--- src/rtl/riscv_pkg.sv ---
// Shared RISC-V core types: register file geometry and the writeback entry format
// used by the writeback queue and the decode stage.
package riscv_pkg;
    localparam int XLEN       = 32;
    localparam int REG_ADDR_W = 5;

    localparam logic [REG_ADDR_W-1:0] REG_ZERO = '0;

    typedef struct packed {
        logic [REG_ADDR_W-1:0] addr;
        logic [XLEN-1:0]       data;
    } wb_entry_t;
endpackage

--- src/rtl/regfile_wb_fwd_match.sv ---
// DEPTH-way address compare over the pending writeback entries; the youngest
// matching entry (closest behind the write pointer) supplies the forwarded value.
module regfile_wb_fwd_match #(
    parameter int DEPTH  = 4,
    parameter int XLEN   = 32,
    parameter int ADDR_W = 5,
    parameter int PTR_W  = $clog2(DEPTH),
    parameter int CNT_W  = $clog2(DEPTH + 1)
) (
    input  logic [DEPTH-1:0][ADDR_W-1:0] addrs,
    input  logic [DEPTH-1:0][XLEN-1:0]   datas,
    input  logic [PTR_W-1:0]             wr_ptr,
    input  logic [CNT_W-1:0]             count,
    input  logic [ADDR_W-1:0]            lookup_addr,
    output logic                         hit,
    output logic [XLEN-1:0]              data
);
    logic [PTR_W-1:0] idx;

    // Walk oldest to youngest so the last match written is the youngest one.
    always_comb begin
        hit  = 1'b0;
        data = '0;
        idx  = '0;
        for (int k = DEPTH - 1; k >= 0; k--) begin
            idx = wr_ptr - PTR_W'(k + 1);
            if (CNT_W'(k) < count && lookup_addr != '0 && addrs[idx] == lookup_addr) begin
                hit  = 1'b1;
                data = datas[idx];
            end
        end
    end
endmodule

--- src/rtl/regfile_writeback_queue.sv ---
// Buffers writeback requests and drains them in order into the regfile write port,
// one per cycle, with a two-port forwarding lookup over the not-yet-committed entries.
module regfile_writeback_queue #(
    parameter int DEPTH  = 4,
    parameter int XLEN   = 32,
    parameter int ADDR_W = 5
) (
    input  logic                           clock,
    input  logic                           reset_n,
    input  logic                           wb_valid,
    output logic                           wb_ready,
    input  logic [ADDR_W-1:0]              wb_addr,
    input  logic [XLEN-1:0]                wb_data,
    output logic                           rf_write_enable,
    output logic [ADDR_W-1:0]              rf_write_addr,
    output logic [XLEN-1:0]                rf_write_data,
    input  logic [ADDR_W-1:0]              lookup_addr1,
    input  logic [ADDR_W-1:0]              lookup_addr2,
    output logic                           fwd_hit1,
    output logic [XLEN-1:0]                fwd_data1,
    output logic                           fwd_hit2,
    output logic [XLEN-1:0]                fwd_data2,
    output logic [$clog2(DEPTH+1)-1:0]     pending_count
);
    import riscv_pkg::*;

    localparam int PTR_W = $clog2(DEPTH);
    localparam int CNT_W = $clog2(DEPTH + 1);

    wb_entry_t mem [DEPTH];
    logic [PTR_W-1:0] rd_ptr, wr_ptr;
    logic [CNT_W-1:0] count;
    logic             push, pop;
    wb_entry_t        head;

    logic [DEPTH-1:0][ADDR_W-1:0] addrs;
    logic [DEPTH-1:0][XLEN-1:0]   datas;
    logic                         hit1_raw, hit2_raw;
    logic [XLEN-1:0]              data1_raw, data2_raw;

    assign wb_ready        = reset_n && (count < CNT_W'(DEPTH));
    assign rf_write_enable = reset_n && (count != '0);
    // Writes to x0 complete the handshake but never occupy an entry.
    assign push            = wb_valid && wb_ready && (wb_addr != REG_ZERO);
    assign pop             = rf_write_enable;

    assign head          = mem[rd_ptr];
    assign rf_write_addr = rf_write_enable ? head.addr : '0;
    assign rf_write_data = rf_write_enable ? head.data : '0;
    assign pending_count = count;

    always_ff @(posedge clock) begin
        if (!reset_n) begin
            rd_ptr <= '0;
            wr_ptr <= '0;
            count  <= '0;
        end else begin
            if (push) wr_ptr <= wr_ptr + 1'b1;
            if (pop)  rd_ptr <= rd_ptr + 1'b1;
            count <= count + CNT_W'(push) - CNT_W'(pop);
        end
    end

    // Payload storage carries no reset; validity lives entirely in count/pointers.
    always_ff @(posedge clock) begin
        if (push) mem[wr_ptr] <= '{addr: wb_addr, data: wb_data};
    end

    always_comb begin
        addrs = '0;
        datas = '0;
        for (int i = 0; i < DEPTH; i++) begin
            addrs[i] = mem[i].addr;
            datas[i] = mem[i].data;
        end
    end

    regfile_wb_fwd_match #(.DEPTH(DEPTH), .XLEN(XLEN), .ADDR_W(ADDR_W)) u_match1 (
        .addrs(addrs), .datas(datas), .wr_ptr(wr_ptr), .count(count),
        .lookup_addr(lookup_addr1), .hit(hit1_raw), .data(data1_raw)
    );

    regfile_wb_fwd_match #(.DEPTH(DEPTH), .XLEN(XLEN), .ADDR_W(ADDR_W)) u_match2 (
        .addrs(addrs), .datas(datas), .wr_ptr(wr_ptr), .count(count),
        .lookup_addr(lookup_addr2), .hit(hit2_raw), .data(data2_raw)
    );

    assign fwd_hit1  = reset_n && hit1_raw;
    assign fwd_data1 = reset_n ? data1_raw : '0;
    assign fwd_hit2  = reset_n && hit2_raw;
    assign fwd_data2 = reset_n ? data2_raw : '0;
endmodule
--- config.mk ---
export PLATFORM = sky130hd
export DESIGN_NAME = regfile_writeback_queue
export DESIGN_NICKNAME = d
export VERILOG_FILES = /design/src/rtl/riscv_pkg.sv /design/src/rtl/regfile_wb_fwd_match.sv /design/src/rtl/regfile_writeback_queue.sv
export SDC_FILE = /design/constraint.sdc
export NUM_CORES = 1
export LEC_CHECK = 0
export BUFFER_PORTS_ARGS = -buffer_cell sky130_fd_sc_hd__buf_2
export CAP_MARGIN = 20
export CORE_ASPECT_RATIO = 2
export CORE_UTILIZATION = 51
export CTS_BUF_LIST = sky130_fd_sc_hd__clkbuf_8
export CTS_CLUSTER_DIAMETER = 50
export DETAILED_ROUTE_END_ITERATION = 6
export PLACE_DENSITY = 0.71
export SLEW_MARGIN = 10
export SYNTH_ARGS = -nofsm -noshare
export SYNTH_HDL_FRONTEND = slang
export SYNTH_SLANG_ARGS = --single-unit
--- constraint.sdc ---
create_clock -name clock -period 8.9 [get_ports clock]
set_clock_uncertainty 0.1 [all_clocks]
set_input_delay 0.89 -clock clock [delete_from_list [all_inputs] [get_ports clock]]
set_output_delay 0.89 -clock clock [all_outputs]
set_load 0.03 [all_outputs]
==> impl_metrics.yaml <==
power_and_ir_drop:
  p_comb_share_pct: 45.1
  total_leakage_power_nw: 4.67
  clockPowerShare_pct: 21.1
  switchingPower_mw: 1.11
  internal-power_mw: 1.58
  p_total_mw: 2.70
  powerDensity_mw_per_mm2: 189
  swShare_pct: 41.3
  ir_drop_v: 0.000152
  power_frac_seq_pct: 33.8
grt:
  antenna_found_initial: 6
  grt_max_degree: 78
  grt_pass1_wl_um: 61000
  grt_busiest_layer: "met2"
  grt_use_total_pct: 31.4
  grt.overflow.total: 0
  grt_pass1_vias: 10700
  grtUsageMet2_pct: 51.4
  grtUsageMet3_pct: 5.82
  use_met1_pct: 35.5
sta:
  slew_violations: 0
  fmax_ghz: 0.147
  slew_headroom_pct: 31.2
  rsz0062_at_grt: "false"
  fin_crit_ns: 6.82
  setup_viol: 0
  fin_crit_sh_pct: 76.6
  holdWs_ns: 0.495
  tns_ns: 0
  hold_viol_final: 0
  worst_pin_slew_ns: 1.03
route:
  dr.pass1.iters: 5
  route.detailed.drc: 0
  routed_wl_um: 40300
  wl_per_cell_um: 26.2
  post_drt_via_cell_ratio: 7.10
  ant_nets: 0
  num_vias: 10900
  drt_first_iter_violations: 998
logic_synthesis:
  yosysSeqAreaShare_pct: 35.5
  synth_cells: 1126
  synth_flop_cell: "edfxtp_1"
  yosysTopAreaCell: "edfxtp_1"
  yosys_warnings: 0
  synth_fp_nets: 1185
  synth_top_area_share_pct: 34.1
  synthDistinctLibCells: 48
  netlist_area_mm2: 0.0130
  synth_area_leaders: "edfxtp_1 (34%), mux4_2 (21%), o221ai_2 (3.3%)"
  syn_avg_cell_area_um2: 11.6
  synth_edf_count: 148
  ys_async_sr_fraction_pct: 0
  yosys_register_bits: 157
finish:
  layout.nets: 1245
  fillers: 2158
  final_cell_mix: "buf_2 (156), edfxtp_1 (148), mux4_2 (120)"
  area_growth_pct: 9.87
  drive_gt1_share_pct: 36.3
  layout_commonest_cell: "buf_2"
die:
  num_io_pins: 158
  die_x_um: 115
  placeableCoreArea_mm2: 0.0250
  initial_core_util_pct: 52.0
  num_rows: 82
  die_y_um: 228
  die_area_mm2: 0.0262
place:
  globalplace.congestion: 0.911
  portBuffers: 157
  hpwl_um: 25900
clocking:
  cts_sinks: 157
  clockBufferDepth: 2
  cts_setup_buffers: 0
  cts_resized: 0
  htree_levels: 4
  root_buffer: "clkbuf_8"
  cts_tree: "done"
  hold_buffers: 0
  clk_pin_slew_ns: 0.10
  clock_latency_ns: 0.49
  cts_inserted_buffers: 17
setup_path:
  cp-end-kind: "primary output"
  crit_top_cell: "buf_4"
  critical_path_required_ns: 7.91
  start_kind: "flop"
  path_cells: "inv_1 -> ha_4 -> buf_4 -> mux4_2 -> xor2_1 -> nor2_4 -> buf_4 -> and3_2 -> buf_12 -> o221ai_2 -> a31oi_1 -> buf_2"
  cp_slowest_stage_delay_ns: 0.72
  path_max_fanout: 65
  slowest_stage: "dfxtp_4"
  worstSetupPathType: "flop to primary output"
  rr_worst_depth: 5
  crit_arrival_ns: 5.83
worst_hold_path:
  holdPathStages: 2
  hp-class: "flop to flop"
run:
  drv_cap: 0
outcome:
  status: "finished, final reports clean"
## final timing paths
| check | slack, ns | from | to |
|---|---|---|---|
| worst max-delay path | 2.08 | wr_ptr[0] | fwd_data1[14] |
| worst min-delay path | 0.50 | rd_ptr[1] | flop |
| worst max register to register | 4.87 | wr_ptr[0] | mem[1][35] |
| worst min register to register | 0.50 | rd_ptr[1] | flop |
## synth_stat cells (2+ instances only)
master,number
edfxtp_1,148
mux4_2,120
nand2_1,104
clkbuf_1,84
a31oi_1,61
o21ai_0,59
and2_1,51
mux2i_1,42
nor2_1,37
a21oi_1,34
nand3_1,34
and4_1,31
mux2_2,31
o22ai_1,31
o311a_1,30
o221ai_2,29
xnor2_1,26
buf_2,23
xor2_1,19
o211ai_2,17
buf_1,16
buf_6,14
o211ai_1,14
inv_1,10
dfxtp_1,9
ha_1,8
nand4_1,6
nor3_1,5
buf_4,4
or4_1,4
nor2b_1,3
o221ai_1,3
o31a_1,3
nor4_2,2
## stage by stage
stage	util [%]	instance area, um^2	worst slack, ns	cells
floorplan	-	13000	3.61	1126
global placement	55.1	13800	2.57	1499
detailed placement	55.1	13800	2.44	1499
CTS	56.7	14200	1.85	1531
global route	57.1	14300	1.78	1540
finish	57.1	14300	2.08	1540
## per-layer routing
layer / share of wire, % / vias up / wire [um]
met2: 51 / 730 / 20400
met3: 9.0 / 173 / 3620
met5: 0.027 / - / 11
li1: - / 4661 / -
met4: 7.3 / 2 / 2940
met1: 33 / 5371 / 13300
## power by group through the flow
stage | registers (mW) | logic (mW) | clock network, mW
floorplan | 0.896 | 0.914 | 0
global placement | 0.925 | 1.19 | 0
detailed placement | 0.929 | 1.20 | 0
CTS | 0.911 | 1.20 | 0.573
global route | 0.918 | 1.28 | 0.597
finish | 0.911 | 1.22 | 0.569
## cell families after synthesis
family | Yosys count | synth area share, %
buffers and inverters | 152 | 5.53
XOR/XNOR | 45 | 3.03
multiplexers | 193 | 26.7
AO/OA/AOI/OAI | 286 | 16.8
AND/OR/NAND/NOR | 284 | 11.5
adder cells (fa/ha/maj) | 9 | 0.923
flip-flops | 157 | 35.5
## layout make-up
cell class                 instances  area, um^2  share of cell area, %
timing repair buffer             182        1030                   7.23
antenna                            5        12.5                 0.0875
sequential                       157        4630                   32.4
tap                              336         420                   2.94
clock buffer                      18         248                   1.73
multi-input combinational        817        7740                   54.1
inverter                          11        41.3                  0.289
clock inverter                    14         174                   1.22
## state kept, by name, indices dropped and copies added (netlist names), named ones only
signal         flops
mem              148
pending_count      3
rd_ptr             2
wr_ptr             2
## critical path, delay by kind of cell, from the launching register on
family	cells	cell delay [ns]
buffers and inverters	5	2.00
AO/OA/AOI/OAI	2	0.40
AND/OR/NAND/NOR	2	0.78
adder cells (fa/ha/maj)	1	0.45
flip-flops	1	0.72
XOR/XNOR	1	0.18
multiplexers	1	0.63
No activity file was read; power rests on OpenSTA's default activity.
